==> config.mk <==
export PLATFORM = sky130hd
export DESIGN_NAME = psa_search_core
export DESIGN_NICKNAME = d
export VERILOG_FILES = /design/src/rtl/psa_pkg.sv /design/src/rtl/psa_search_core.sv
export SDC_FILE = /design/constraint.sdc
export NUM_CORES = 1
export LEC_CHECK = 0
export CAP_MARGIN = 20
export CORE_ASPECT_RATIO = 1.5
export CORE_UTILIZATION = 50
export CTS_CLUSTER_DIAMETER = 60
export DETAILED_ROUTE_END_ITERATION = 10
export GPL_ROUTABILITY_DRIVEN = 1
export PLACE_DENSITY_LB_ADDON = 0.2
export SLEW_MARGIN = 30
export SYNTH_ARGS = -nofsm -noshare
export SYNTH_HDL_FRONTEND = slang
export SYNTH_SLANG_ARGS = --single-unit
==> constraint.sdc <==
create_clock -name CLK100MHZ -period 5.8 [get_ports CLK100MHZ]
set_clock_uncertainty 0.05 [all_clocks]
set_input_delay 1.16 -clock CLK100MHZ [delete_from_list [all_inputs] [get_ports CLK100MHZ]]
set_output_delay 1.16 -clock CLK100MHZ [all_outputs]
set_load 0.01 [all_outputs]
==> src/rtl/psa_pkg.sv <==
// Shared definitions for the pattern-search core: default widths and
// the one-hot state encoding used by the search controller.
`timescale 1ns/1ps
package psa_pkg;

    localparam int PSA_DW = 8;
    localparam int PSA_AW = 8;
    localparam int PSA_CW = 9;

    typedef enum logic [4:0] {
        S_IDLE   = 5'b00001,
        S_FETCH  = 5'b00010,
        S_CMP    = 5'b00100,
        S_REPORT = 5'b01000,
        S_DONE   = 5'b10000
    } psa_state_e;

endpackage

==> src/rtl/psa_search_core.sv <==
// Naive sliding-window byte-pattern search over two external 1-cycle BRAMs,
// reporting each match address through a valid/ready handshake.
`timescale 1ns/1ps
module psa_search_core
    import psa_pkg::*;
#(
    parameter int DW = PSA_DW,
    parameter int AW = PSA_AW,
    parameter int CW = PSA_CW
)(
    input  logic          CLK100MHZ,
    input  logic          reset,
    input  logic          start_i,
    input  logic          find_all_i,
    input  logic [AW-1:0] p_base_i,
    input  logic [AW-1:0] p_len_i,
    input  logic [AW-1:0] b_base_i,
    input  logic [AW-1:0] b_len_i,
    output logic [AW-1:0] mem_addr_o,
    input  logic [DW-1:0] mem_data_i,
    output logic [AW-1:0] pat_addr_o,
    input  logic [DW-1:0] pat_data_i,
    output logic          match_valid_o,
    input  logic          match_ready_i,
    output logic [AW-1:0] match_addr_o,
    output logic          busy_o,
    output logic          done_o,
    output logic [CW-1:0] match_count_o
);

    psa_state_e    state_q, state_d;
    logic [AW-1:0] i_q, i_d, j_q, j_d;
    logic [AW-1:0] pBase_q, pBase_d, pLen_q, pLen_d;
    logic [AW-1:0] bBase_q, bBase_d, bLen_q, bLen_d;
    logic          findAll_q, findAll_d;
    logic [CW-1:0] matchCount_q, matchCount_d;
    logic [AW-1:0] matchAddr_q, matchAddr_d;
    logic [AW-1:0] memAddr_q, memAddr_d, patAddr_q, patAddr_d;
    logic          lastWindow;

    // i never exceeds bLen-pLen, so reaching it means no window is left to slide into
    assign lastWindow = (i_q >= (bLen_q - pLen_q));

    always_ff @(posedge CLK100MHZ or posedge reset) begin
        if (reset) begin
            state_q      <= S_IDLE;
            i_q          <= '0;
            j_q          <= '0;
            pBase_q      <= '0;
            pLen_q       <= '0;
            bBase_q      <= '0;
            bLen_q       <= '0;
            findAll_q    <= 1'b0;
            matchCount_q <= '0;
            matchAddr_q  <= '0;
            memAddr_q    <= '0;
            patAddr_q    <= '0;
        end else begin
            state_q      <= state_d;
            i_q          <= i_d;
            j_q          <= j_d;
            pBase_q      <= pBase_d;
            pLen_q       <= pLen_d;
            bBase_q      <= bBase_d;
            bLen_q       <= bLen_d;
            findAll_q    <= findAll_d;
            matchCount_q <= matchCount_d;
            matchAddr_q  <= matchAddr_d;
            memAddr_q    <= memAddr_d;
            patAddr_q    <= patAddr_d;
        end
    end

    always_comb begin
        state_d      = state_q;
        i_d          = i_q;
        j_d          = j_q;
        pBase_d      = pBase_q;
        pLen_d       = pLen_q;
        bBase_d      = bBase_q;
        bLen_d       = bLen_q;
        findAll_d    = findAll_q;
        matchCount_d = matchCount_q;
        matchAddr_d  = matchAddr_q;

        case (state_q)
            S_IDLE, S_DONE: begin
                if (start_i) begin
                    pBase_d      = p_base_i;
                    pLen_d       = p_len_i;
                    bBase_d      = b_base_i;
                    bLen_d       = b_len_i;
                    findAll_d    = find_all_i;
                    i_d          = '0;
                    j_d          = '0;
                    matchCount_d = '0;
                    if ((p_len_i == '0) || (p_len_i > b_len_i)) begin
                        state_d = S_DONE;
                    end else begin
                        state_d = S_FETCH;
                    end
                end
            end
            S_FETCH: begin
                state_d = S_CMP;
            end
            S_CMP: begin
                if (mem_data_i == pat_data_i) begin
                    if (j_q == (pLen_q - AW'(1))) begin
                        matchAddr_d = bBase_q + i_q;
                        state_d     = S_REPORT;
                    end else begin
                        j_d     = j_q + AW'(1);
                        state_d = S_FETCH;
                    end
                end else begin
                    j_d     = '0;
                    i_d     = i_q + AW'(1);
                    state_d = lastWindow ? S_DONE : S_FETCH;
                end
            end
            S_REPORT: begin
                if (match_ready_i) begin
                    if (matchCount_q != {CW{1'b1}}) begin
                        matchCount_d = matchCount_q + CW'(1);
                    end
                    if (!findAll_q) begin
                        state_d = S_DONE;
                    end else begin
                        j_d     = '0;
                        i_d     = i_q + AW'(1);
                        state_d = lastWindow ? S_DONE : S_FETCH;
                    end
                end
            end
            default: begin
                state_d = S_IDLE;
            end
        endcase

        // Addresses are registered from next-state offsets so they are valid throughout FETCH
        memAddr_d = bBase_d + i_d + j_d;
        patAddr_d = pBase_d + j_d;
    end

    assign mem_addr_o    = memAddr_q;
    assign pat_addr_o    = patAddr_q;
    assign match_valid_o = (state_q == S_REPORT);
    assign match_addr_o  = matchAddr_q;
    assign busy_o        = (state_q == S_FETCH) || (state_q == S_CMP) || (state_q == S_REPORT);
    assign done_o        = (state_q == S_DONE);
    assign match_count_o = matchCount_q;

endmodule
==> results of run 1 <==
worst max-delay path: cells and delay by family:
family          cells  cell delay (ns)
compound gates      8             1.47
xor+xnor            5             0.85
fa+ha+maj           2             0.78
buf+inv             3             0.55
simple gates        2             0.56
cell type report:
cell class,instances,area share
Sequential cell,87,0.313
Multi-Input combinational cell,428,0.449
Tap cell,144,0.0259
Clock buffer,12,0.0383
Inverter,64,0.0349
Clock inverter,4,0.00755
Timing Repair Buffer,93,0.132
cells in the mapped netlist, types with 9 or more instances:
master and number:
nand3_1 13, clkbuf_1 9, nand2_1 81, fa_1 10
inv_1 63, o21ai_0 42, xor2_1 28, xnor2_1 25
dfrtp_1 86, a21oi_1 35, nor2_1 30, a21o_1 12
ha_1 48
worst paths after layout:
path / endpoint / startpoint / depth (start not counted) / slack (ns)
max: mem_addr_o[7]$_DFF_PP0_ / pat_data_i[4] / 20 / 0.60
min: bLen_q[5]$_DFFE_PP0P_ / bLen_q[5]$_DFFE_PP0P_ / 2 / 0.43
max reg2reg: mem_addr_o[7]$_DFF_PP0_ / pLen_q[0]$_DFFE_PP0P_ / 22 / 1.08
min reg2reg: bLen_q[5]$_DFFE_PP0P_ / bLen_q[5]$_DFFE_PP0P_ / 2 / 0.43
max in group asynchronous: i_q[7]$_DFF_PP0_ / reset / 3 / 3.59
min in group asynchronous: pat_addr_o[3]$_DFF_PP0_ / reset / 2 / 1.23
stage by stage:
stage,area (um2),setup slack [ns],std cells,power (uW)
finish,6960,0.596,832,3010
detailed placement,6630,0.0435,816,2420
floorplan,5590,0.950,592,1970
global placement,6630,0.277,816,2350
global route,6960,0.190,832,3270
CTS,6950,0.374,832,3030
cell families after synthesis:
kind of cell | count (synthesis) | synth area share
adder cells (fa/ha/maj) | 60 | 0.147
XOR/XNOR | 54 | 0.0871
multiplexers | 14 | 0.0269
AO/OA/AOI/OAI | 129 | 0.149
buffers and inverters | 77 | 0.0537
AND/OR/NAND/NOR | 171 | 0.147
flip-flops | 87 | 0.390
where the power goes:
group          leakage, uW  total [uW]  internal [uW]  switching (uW)
sequential         0.00112         937            798             139
clock             0.000159         605            370             236
combinational      0.00211        1460            670             795
flip-flops by register name, summed over array words and instances, names as in the netlist, 5 cells and up:
register / cells
bBase_q: 8
bLen_q: 8
i_q: 8
j_q: 8
match_addr_o: 8
match_count_o: 9
mem_addr_o: 8
pBase_q: 8
pLen_q: 8
pat_addr_o: 8
state_q: 5
routing by layer:
metal,up-vias,global-route usage
met3,44,0.0402
li1,2202,-
met5,-,0
met2,119,0.432
met4,0,0.134
met1,2172,0.274
==> summary.txt, run 1 <==
Routing
  • Drt total wl: 13100 um
  • DRC: 0
  • Met1 WL: roughly 5000 um
  • Max Used Layer: met4
  • Met2 wire len: approximately 7000 um
  • Met3 wire length: 516 um
  • Routed Antenna Nets: 0
  • First DRT Iteration DRCs: between 150 and 200
  • Wire per inst: 15.7 um
  • DR vias/cell: about 5.5
  • Vias: roughly 4500
  • First drt pass iteration count: 4

Layout
  • Total Nets Final: between 700 and 800
  • Fin util: 0.650
  • Diodes inserted: 0
  • Share of cells above drive strength 1: 0.0712
  • Reg area: around 2200 um2
  • Most frequent cells in the layout: clkdlybuf4s50_1 (88), dfrtp_1 (86), nand2_1 (81), inv_1 (62), ha_1 (48)
  • Area growth, synth to finish: 24.6%
  • Commonest non-fill, non-tap cell in the layout: clkdlybuf4s50_1
  • Multi-input logic area: 3120 um2
  • # fillers: between 900 and 1000

Timing
  • Final setup fails: 0
  • Setup tns final: 0 ns
  • RSZ-0062 raised after global routing: no
  • Final Hold Vio Count: 0
  • Final worst path period need: about 5.2 ns
  • Fin crit share: 0.897
  • Hold WS: 0.432 ns
  • Fin. max-slew vios: 0
  • Slew @ Worst Pin: 0.728 ns
  • Slew margin rel.: 0.510
  • Max frequency: 192 MHz

Clock tree
  • Clock-pin slew on the worst setup and hold paths: roughly 0.060 ns
  • CTS tree: built
  • Post-CTS resize count: 0
  • CTS buffer count: 9
  • Clock Latency Late Sink: 0.34 ns
  • Hold buffer count at cts: 0
  • H-tree Lvls: 3
  • Longest Clk Path Bufs: 2
  • Postcts setup bufs: 0
  • Clock root buffer: clkbuf_16
  • Clock Sink Count: slightly below 90

Floorplan
  • Die area: between 10000 and 15000 um2
  • Initial Util: 0.522
  • Die X: about 90 um
  • Rows: 46
  • Core area: approximately 11000 um2
  • Boundary pin count: between 80 and 90
  • Chip Height: between 100 and 150 um

Global route
  • All-Layer GR Usage: 0.246
  • Number of global-route vias before repair: 4755
  • First-pass GRT wire length: roughly 22000 um
  • GR Overflow Total: 0
  • Initial antenna violation count: 0
  • Largest net degree at the start of global routing: 58

Setup path
  • Worst Path Class, Setup: in2reg
  • Worst EP required: 5.97 ns
  • Critical path's largest stage delay: ~0.49 ns
  • Crit end category: flip-flop
  • Worst path slowest cell: nor4_2
  • Arrival time worst endpoint: 5.37 ns
  • Critical path startpoint category: input port
  • Critical path cell sequence: clkdlybuf4s50_1, xor2_1, nor4_2, a21oi_1, a31oi_2, nor2_1, o21ai_0, o21ai_0, xnor2_1, ha_1, inv_1, fa_1, inv_1, a21oi_1, o21bai_1, a21o_1, a21oi_1, xnor3_1, xnor2_1, xnor2_1
  • Crit Path Max Fanout: 10

Synth
  • Post-synth EDFFs: 0
  • Cell Area, Synth: 5590 um2
  • Sequential area share after synthesis: 0.390
  • Synth Area per Inst: ~9.4 um2
  • Synth top area share: 0.385
  • Most used DFF post-synth: dfrtp_1
  • Post-synth top area cell: dfrtp_1
  • Mapped Cells: 592
  • YS warnings: 0
  • Synth Register Bits: between 80 and 90
  • Mapped Nets: approximately 700
  • Synth area leaders: dfrtp_1 (38%), ha_1 (11%), nand2_1 (5.4%)
  • Distinct cell type count after synthesis: 60
  • Asr flop ratio synth: 1.00

Power and ir drop
  • Leakage: roughly 0.0034 uW
  • Peak supply drop: ~0.20 mV
  • Pwr Density: ~430 nW/um2

Placed design
  • GPL Wtd Cong: about 0.87
  • Final HPWL DP: 10300 um
  • Buffers on Ports: 88

Worst hold path
  • Hold WC Path Type: reg2reg

Job
  • MaxCap Viol Count: 0

Status
  • Status: complete, no violations
No activity file was read; power rests on OpenSTA's default activity.
==> run 2: changes to the inputs <==
CORE_MARGIN = 2   (was default)
PLACE_DENSITY = 0.76   (was default)
PLACE_DENSITY_LB_ADDON = default   (was 0.2)
==> summary.txt, run 2 (synthesis results as in run 1) <==
Setup path
  • Critical path cell sequence: clkdlybuf4s50_1, xor2_1, nor4_1, buf_4, a21oi_1, a31oi_2, nor2_1, o21ai_0, o21ai_0, xnor2_1, ha_1, inv_1, fa_1, inv_1, a21oi_1, o21bai_1, a21o_1, a21oi_1, xnor3_1, xnor2_1, xnor2_1 (was clkdlybuf4s50_1, xor2_1, nor4_2, a21oi_1, a31oi_2, nor2_1, o21ai_0, o21ai_0, xnor2_1, ha_1, inv_1, fa_1, inv_1, a21oi_1, o21bai_1, a21o_1, a21oi_1, xnor3_1, xnor2_1, xnor2_1)
  • Arrival time worst endpoint: 5.49 ns (was 5.37 ns)
  • WP buf/inv: 4 (was 3)
  • Crit Path Max Fanout: 10 (unchanged)
  • CP top delay family: compound AO/OA/AOI/OAI gates (unchanged)
  • Crit end category: flip-flop (unchanged)
  • Critical path startpoint category: input port (unchanged)
  • Reg2reg setup slack: 0.99 ns (was 1.08 ns)
  • Worst Path Class, Setup: in2reg (unchanged)
  • R2r endpoint: mem_addr_o[7]$_DFF_PP0_ (unchanged)
  • Worst path slowest cell: fa_1 (was nor4_2)
  • Critical path's largest stage delay: 0.47 ns (was 0.49 ns)
  • Worst EP required: 5.97 ns (about the same)
  • Reg2reg start: pLen_q[0]$_DFFE_PP0P_ (unchanged)
  • Path depth of the worst reg2reg path: 22 (unchanged)

Routing
  • DRC: 0 (unchanged)
  • First drt pass iteration count: 4 (unchanged)
  • Drt total wl: 13500 um (was 13100 um)
  • Wire per inst: 16.1 um (was 15.7 um)
  • Vias: 4567 (was 4537)
  • First DRT Iteration DRCs: 181 (was 176)
  • Routed Antenna Nets: 0 (unchanged)
  • DR vias/cell: 5.48 (was 5.45)

Placed design
  • Final HPWL DP: 10700 um (was 10300 um)
  • DP Worst Slack: 0.166 ns (was 0.0435 ns)
  • Buffers on Ports: 88 (unchanged)
  • GPL Wtd Cong: 0.900 (was 0.872)

Clock tree
  • Clock Sink Count: 87 (unchanged)
  • Postcts setup bufs: 0 (unchanged)
  • Clock Latency Late Sink: 0.34 ns (about the same)
  • Post-CTS resize count: 0 (unchanged)
  • CTS buffer count: 9 (unchanged)
  • Clock-pin slew on the worst setup and hold paths: 0.06 ns (about the same)
  • H-tree Lvls: 3 (unchanged)
  • Longest Clk Path Bufs: 2 (unchanged)
  • Hold buffer count at cts: 0 (unchanged)
  • CTS tree: built (unchanged)
  • Clock root buffer: clkbuf_16 (unchanged)

Worst hold path
  • Hold WC Path Type: reg2reg (unchanged)
  • Hold path start: pBase_q[0]$_DFF_PP0_ (was bLen_q[5]$_DFFE_PP0P_)
  • End of the worst hold path: pBase_q[0]$_DFF_PP0_ (was bLen_q[5]$_DFFE_PP0P_)
  • WHS Path Cells: 2 (unchanged)

Timing
  • Final Hold Vio Count: 0 (unchanged)
  • Fin crit share: 0.917 (was 0.897)
  • Slew margin rel.: 0.523 (was 0.510)
  • Setup tns final: 0 ns (unchanged)
  • Max frequency: 188 MHz (was 192 MHz)
  • Worst Slack Setup Final: 0.481 ns (was 0.596 ns)
  • Final worst path period need: 5.32 ns (was 5.20 ns)
  • Final setup fails: 0 (unchanged)
  • RSZ-0062 raised after global routing: no (unchanged)
  • Fin. max-slew vios: 0 (unchanged)
  • Slew @ Worst Pin: 0.709 ns (was 0.728 ns)

Layout
  • Total Nets Final: 796 (was 794)
  • # fillers: 956 (was 906)
  • Most frequent cells in the layout: clkdlybuf4s50_1 (88), dfrtp_1 (86), nand2_1 (81), inv_1 (62), ha_1 (48) (unchanged)
  • Area growth, synth to finish: 23.9% (was 24.6%)
  • Diodes inserted: 0 (unchanged)
  • Commonest non-fill, non-tap cell in the layout: clkdlybuf4s50_1 (unchanged)
  • Share of cells above drive strength 1: 0.0670 (was 0.0712)
  • Max reg flops: 9 (unchanged)

Status
  • Status: complete, no violations (unchanged)

Power and ir drop
  • Pwr Density: 430 nW/um2 (was 432 nW/um2)
  • Peak supply drop: 0.201 mV (was 0.195 mV)
  • Leakage: 0.00337 uW (was 0.00339 uW)

Global route
  • Number of global-route vias before repair: 4772 (was 4755)
  • Initial antenna violation count: 0 (unchanged)
  • Largest net degree at the start of global routing: 47 (was 58)
  • First-pass GRT wire length: 22500 um (was 22100 um)
  • GR Overflow Total: 0 (unchanged)
  • All-Layer GR Usage: 0.234 (was 0.246)

Floorplan
  • Die X: 90.3 um (was 88.3 um)
  • Boundary pin count: 89 (unchanged)
  • Initial Util: 0.508 (was 0.522)
  • Chip Height: 134 um (was 132 um)
  • Rows: 47 (was 46)
  • Core area: 11000 um2 (was 10700 um2)
  • Die area: 12100 um2 (was 11600 um2)

Job
  • MaxCap Viol Count: 0 (unchanged)
[run 2: report_power, final]
part	internal [uW]	switching, uW	total [uW]
combinational	672	812	1480
sequential	798	137	935
clock	325	230	556
[run 2: how the worst max path moves through the flow]
stage | from | end | cells after the start
3_5_place_dp | pat_data_i[4] | mem_addr_o[7]$_DFF_PP0_ | 21
6_report | pat_data_i[4] | mem_addr_o[7]$_DFF_PP0_ | 21
3_3_place_gp | pat_data_i[4] | mem_addr_o[7]$_DFF_PP0_ | 21
5_1_grt | mem_data_i[2] | mem_addr_o[7]$_DFF_PP0_ | 21
4_1_cts | pat_data_i[4] | mem_addr_o[7]$_DFF_PP0_ | 21
2_1_floorplan | pat_data_i[7] | mem_addr_o[7]$_DFF_PP0_ | 20
[run 2: layout make-up]
| class | count | area [um2] | area share |
|---|---|---|---|
| multi-input cells | 428 | 3110 | 0.449 |
| flip-flops and latches | 87 | 2180 | 0.315 |
| repair buffers | 95 | 933 | 0.135 |
| inverters | 64 | 241 | 0.0349 |
| clock buffers | 9 | 225 | 0.0325 |
| well taps | 147 | 184 | 0.0266 |
| clock inverters | 4 | 50.0 | 0.00723 |
[run 2: worst reg2reg max path, stage by stage, from the launching register on]
cell      delay, ns
dfrtp_1        0.45
inv_1          0.10
ha_1           0.31
xor2_1         0.13
nand2_1        0.08
nor4b_2        0.39
o211ai_1       0.32
o21ai_0        0.30
a22o_1         0.24
inv_1          0.10
fa_1           0.48
inv_1          0.04
ha_1           0.20
inv_1          0.08
fa_1           0.22
inv_1          0.06
a21oi_1        0.14
o21bai_1       0.11
a21o_1         0.19
a21oi_1        0.16
xnor3_1        0.26
xnor2_1        0.15
xnor2_1        0.14
[run 2: stage by stage]
step                power, uW  cells  hold slack, ns  area [um2]  utilization
floorplan                1970    592           0.394        5590            -
global route             3220    834           0.452        6920        0.630
finish                   2970    834           0.427        6920        0.630
CTS                      3000    834           0.436        6920        0.630
global placement         2350    821           0.416        6650        0.605
detailed placement       2430    821           0.422        6650        0.605
[run 2: layer usage]
layer	part of all wire	track usage	vias up
met5	0	0	-
li1	-	-	2206
met2	0.56	0.445	111
met3	0.028	0.0260	36
met4	0.040	0.127	0
met1	0.38	0.251	2214
==> run 3: changes to the inputs <==
clock period = 6 ns   (was 5.8 ns; I/O delays follow)
==> summary.txt, run 3 (synthesis results as in run 1) <==
Status
  • Status: complete, no violations (unchanged)

Timing
  • Setup tns final: 0 ns (unchanged)
  • Final Hold Vio Count: 0 (unchanged)
  • Slew margin rel.: 0.492 (was 0.523)
  • Final setup fails: 0 (unchanged)
  • Slew @ Worst Pin: 0.755 ns (was 0.709 ns)
  • RSZ-0062 raised after global routing: no (unchanged)
  • Fin crit share: 0.920
  • Fin. max-slew vios: 0 (unchanged)
  • Final worst path period need: between 5 and 6 ns
  • Max frequency: between 150 and 200 MHz
  • Hold WS: 0.445 ns (was 0.427 ns)

Clock tree
  • CTS tree: built (unchanged)
  • Clock Latency Late Sink: 0.34 ns (about the same)
  • Clock-pin slew on the worst setup and hold paths: 0.06 ns (about the same)
  • Clock root buffer: clkbuf_16 (unchanged)
  • Postcts setup bufs: 0 (unchanged)
  • H-tree Lvls: 3 (unchanged)
  • Clock Sink Count: 87 (unchanged)
  • Hold buffer count at cts: 0 (unchanged)
  • Longest Clk Path Bufs: 2 (unchanged)
  • CTS buffer count: 9 (unchanged)
  • Post-CTS resize count: 0 (unchanged)

Routing
  • DRC: 0 (unchanged)
  • Wire per inst: 16.3 um (was 16.1 um)
  • DR vias/cell: 5.53 (was 5.48)
  • Routed Antenna Nets: 0 (unchanged)
  • Drt total wl: 13600 um (was 13500 um)
  • Vias: 4601 (was 4567)
  • First DRT Iteration DRCs: 218 (was 181)
  • First drt pass iteration count: 5 (was 4)

Global route
  • Initial antenna violation count: 0 (unchanged)
  • Largest net degree at the start of global routing: 53 (was 47)
  • First-pass GRT wire length: 22100 um (was 22500 um)
  • Number of global-route vias before repair: 4749 (was 4772)
  • Grt met1 use: 0.249 (was 0.251)
  • GR Util met3: 0.0243 (was 0.0260)
  • All-Layer GR Usage: 0.232 (was 0.234)
  • Grt met2 use: 0.433 (was 0.445)
  • Gr busiest metal: met2 (unchanged)
  • GR Overflow Total: 0 (unchanged)

Floorplan
  • Chip Height: 134 um (unchanged)
  • Initial Util: 0.508 (unchanged)
  • Core area: 11000 um2 (unchanged)
  • Boundary pin count: 89 (unchanged)
  • Die area: 12100 um2 (unchanged)
  • Rows: 47 (unchanged)
  • Die X: 90.3 um (unchanged)

Worst hold path
  • Hold WC Path Type: reg2reg (unchanged)

Layout
  • Non-Filler Instances: 832 (was 834)
  • Commonest non-fill, non-tap cell in the layout: clkdlybuf4s50_1 (unchanged)
  • Diodes inserted: 0 (unchanged)
  • Area growth, synth to finish: 24.4% (was 23.9%)
  • Total Nets Final: 794 (was 796)
  • Max reg flops: 9 (unchanged)
  • Share of cells above drive strength 1: 0.0642 (was 0.0670)
  • Most frequent cells in the layout: clkdlybuf4s50_1 (88), dfrtp_1 (86), nand2_1 (81), inv_1 (62), ha_1 (48) (unchanged)

Setup path
  • Crit Path Max Fanout: 10 (unchanged)
  • Critical path startpoint category: input port (unchanged)
  • Crit end category: flip-flop (unchanged)
  • Arrival time worst endpoint: 5.69 ns (was 5.49 ns)
  • Worst Path Class, Setup: in2reg (unchanged)
  • Worst EP required: 6.17 ns (was 5.97 ns)

Placed design
  • Final HPWL DP: 10700 um (about the same)
  • Buffers on Ports: 88 (unchanged)
  • # placed instances: 819 (was 821)
  • GPL Wtd Cong: 0.917 (was 0.900)

Power and ir drop
  • Tot Pwr: 2970 uW (about the same)
  • Leakage: 0.00339 uW (was 0.00337 uW)
  • Pwr Density: 428 nW/um2 (was 430 nW/um2)
  • Peak supply drop: 0.190 mV (was 0.201 mV)

Job
  • MaxCap Viol Count: 0 (unchanged)
run 3: final timing paths:
kind	from	endpoint	slack [ns]	cells past startpoint
min	bLen_q[4]$_DFFE_PP0P_	bLen_q[4]$_DFFE_PP0P_	0.44	2
max in group asynchronous	reset	state_q[4]$_DFFE_PP0P_	3.64	3
max reg2reg	pLen_q[0]$_DFFE_PP0P_	mem_addr_o[7]$_DFF_PP0_	1.30	22
min in group asynchronous	reset	pat_addr_o[3]$_DFF_PP0_	1.19	2
min reg2reg	bLen_q[4]$_DFFE_PP0P_	bLen_q[4]$_DFFE_PP0P_	0.44	2
max	pat_data_i[4]	mem_addr_o[7]$_DFF_PP0_	0.48	20
run 3: worst max-delay path: stages:
cell and delay [ns]:
clkdlybuf4s50_1 0.41, xor2_1 0.16, nor4_1 0.67, a21oi_1 0.26, a31oi_2 0.46, nor2_1 0.09, o21ai_0 0.16, o21ai_0 0.20
xnor2_1 0.19, ha_1 0.34, inv_1 0.08, fa_1 0.45, inv_1 0.07, a21oi_1 0.06, o21bai_1 0.19, a21o_1 0.15
a21oi_1 0.07, xnor3_1 0.19, xnor2_1 0.15, xnor2_1 0.14
run 3: final cells by class:
type | instances | area [um2]
multi-input combinational | 428 | 3110
clock buffer | 9 | 225
fill | 914 | 4040
inverter | 64 | 241
tap | 147 | 184
sequential | 87 | 2180
timing repair buffer | 93 | 918
clock inverter | 4 | 97.6
run 3: per-layer routing:
| metal | vias to the layer above | part of all wire |
|---|---|---|
| li1 | 2198 | - |
| met1 | 2242 | 0.37 |
| met2 | 115 | 0.55 |
| met3 | 46 | 0.030 |
| met4 | 0 | 0.052 |
| met5 | - | 0 |
run 3: stage by stage:
stage               instance area, um2  setup slack [ns]   util
finish                            6960             0.479  0.633
global route                      6960             0.118  0.633
CTS                               6960             0.555  0.633
detailed placement                6630             0.232  0.603
global placement                  6630             0.495  0.603
floorplan                         5590              1.11      -
run 3: power breakdown:
group / switching [uW] / total (uW) / internal [uW] / leakage, uW
clock network: 218 / 618 / 400 / 0.000153
logic: 796 / 1450 / 651 / 0.00211
registers: 139 / 910 / 772 / 0.00112
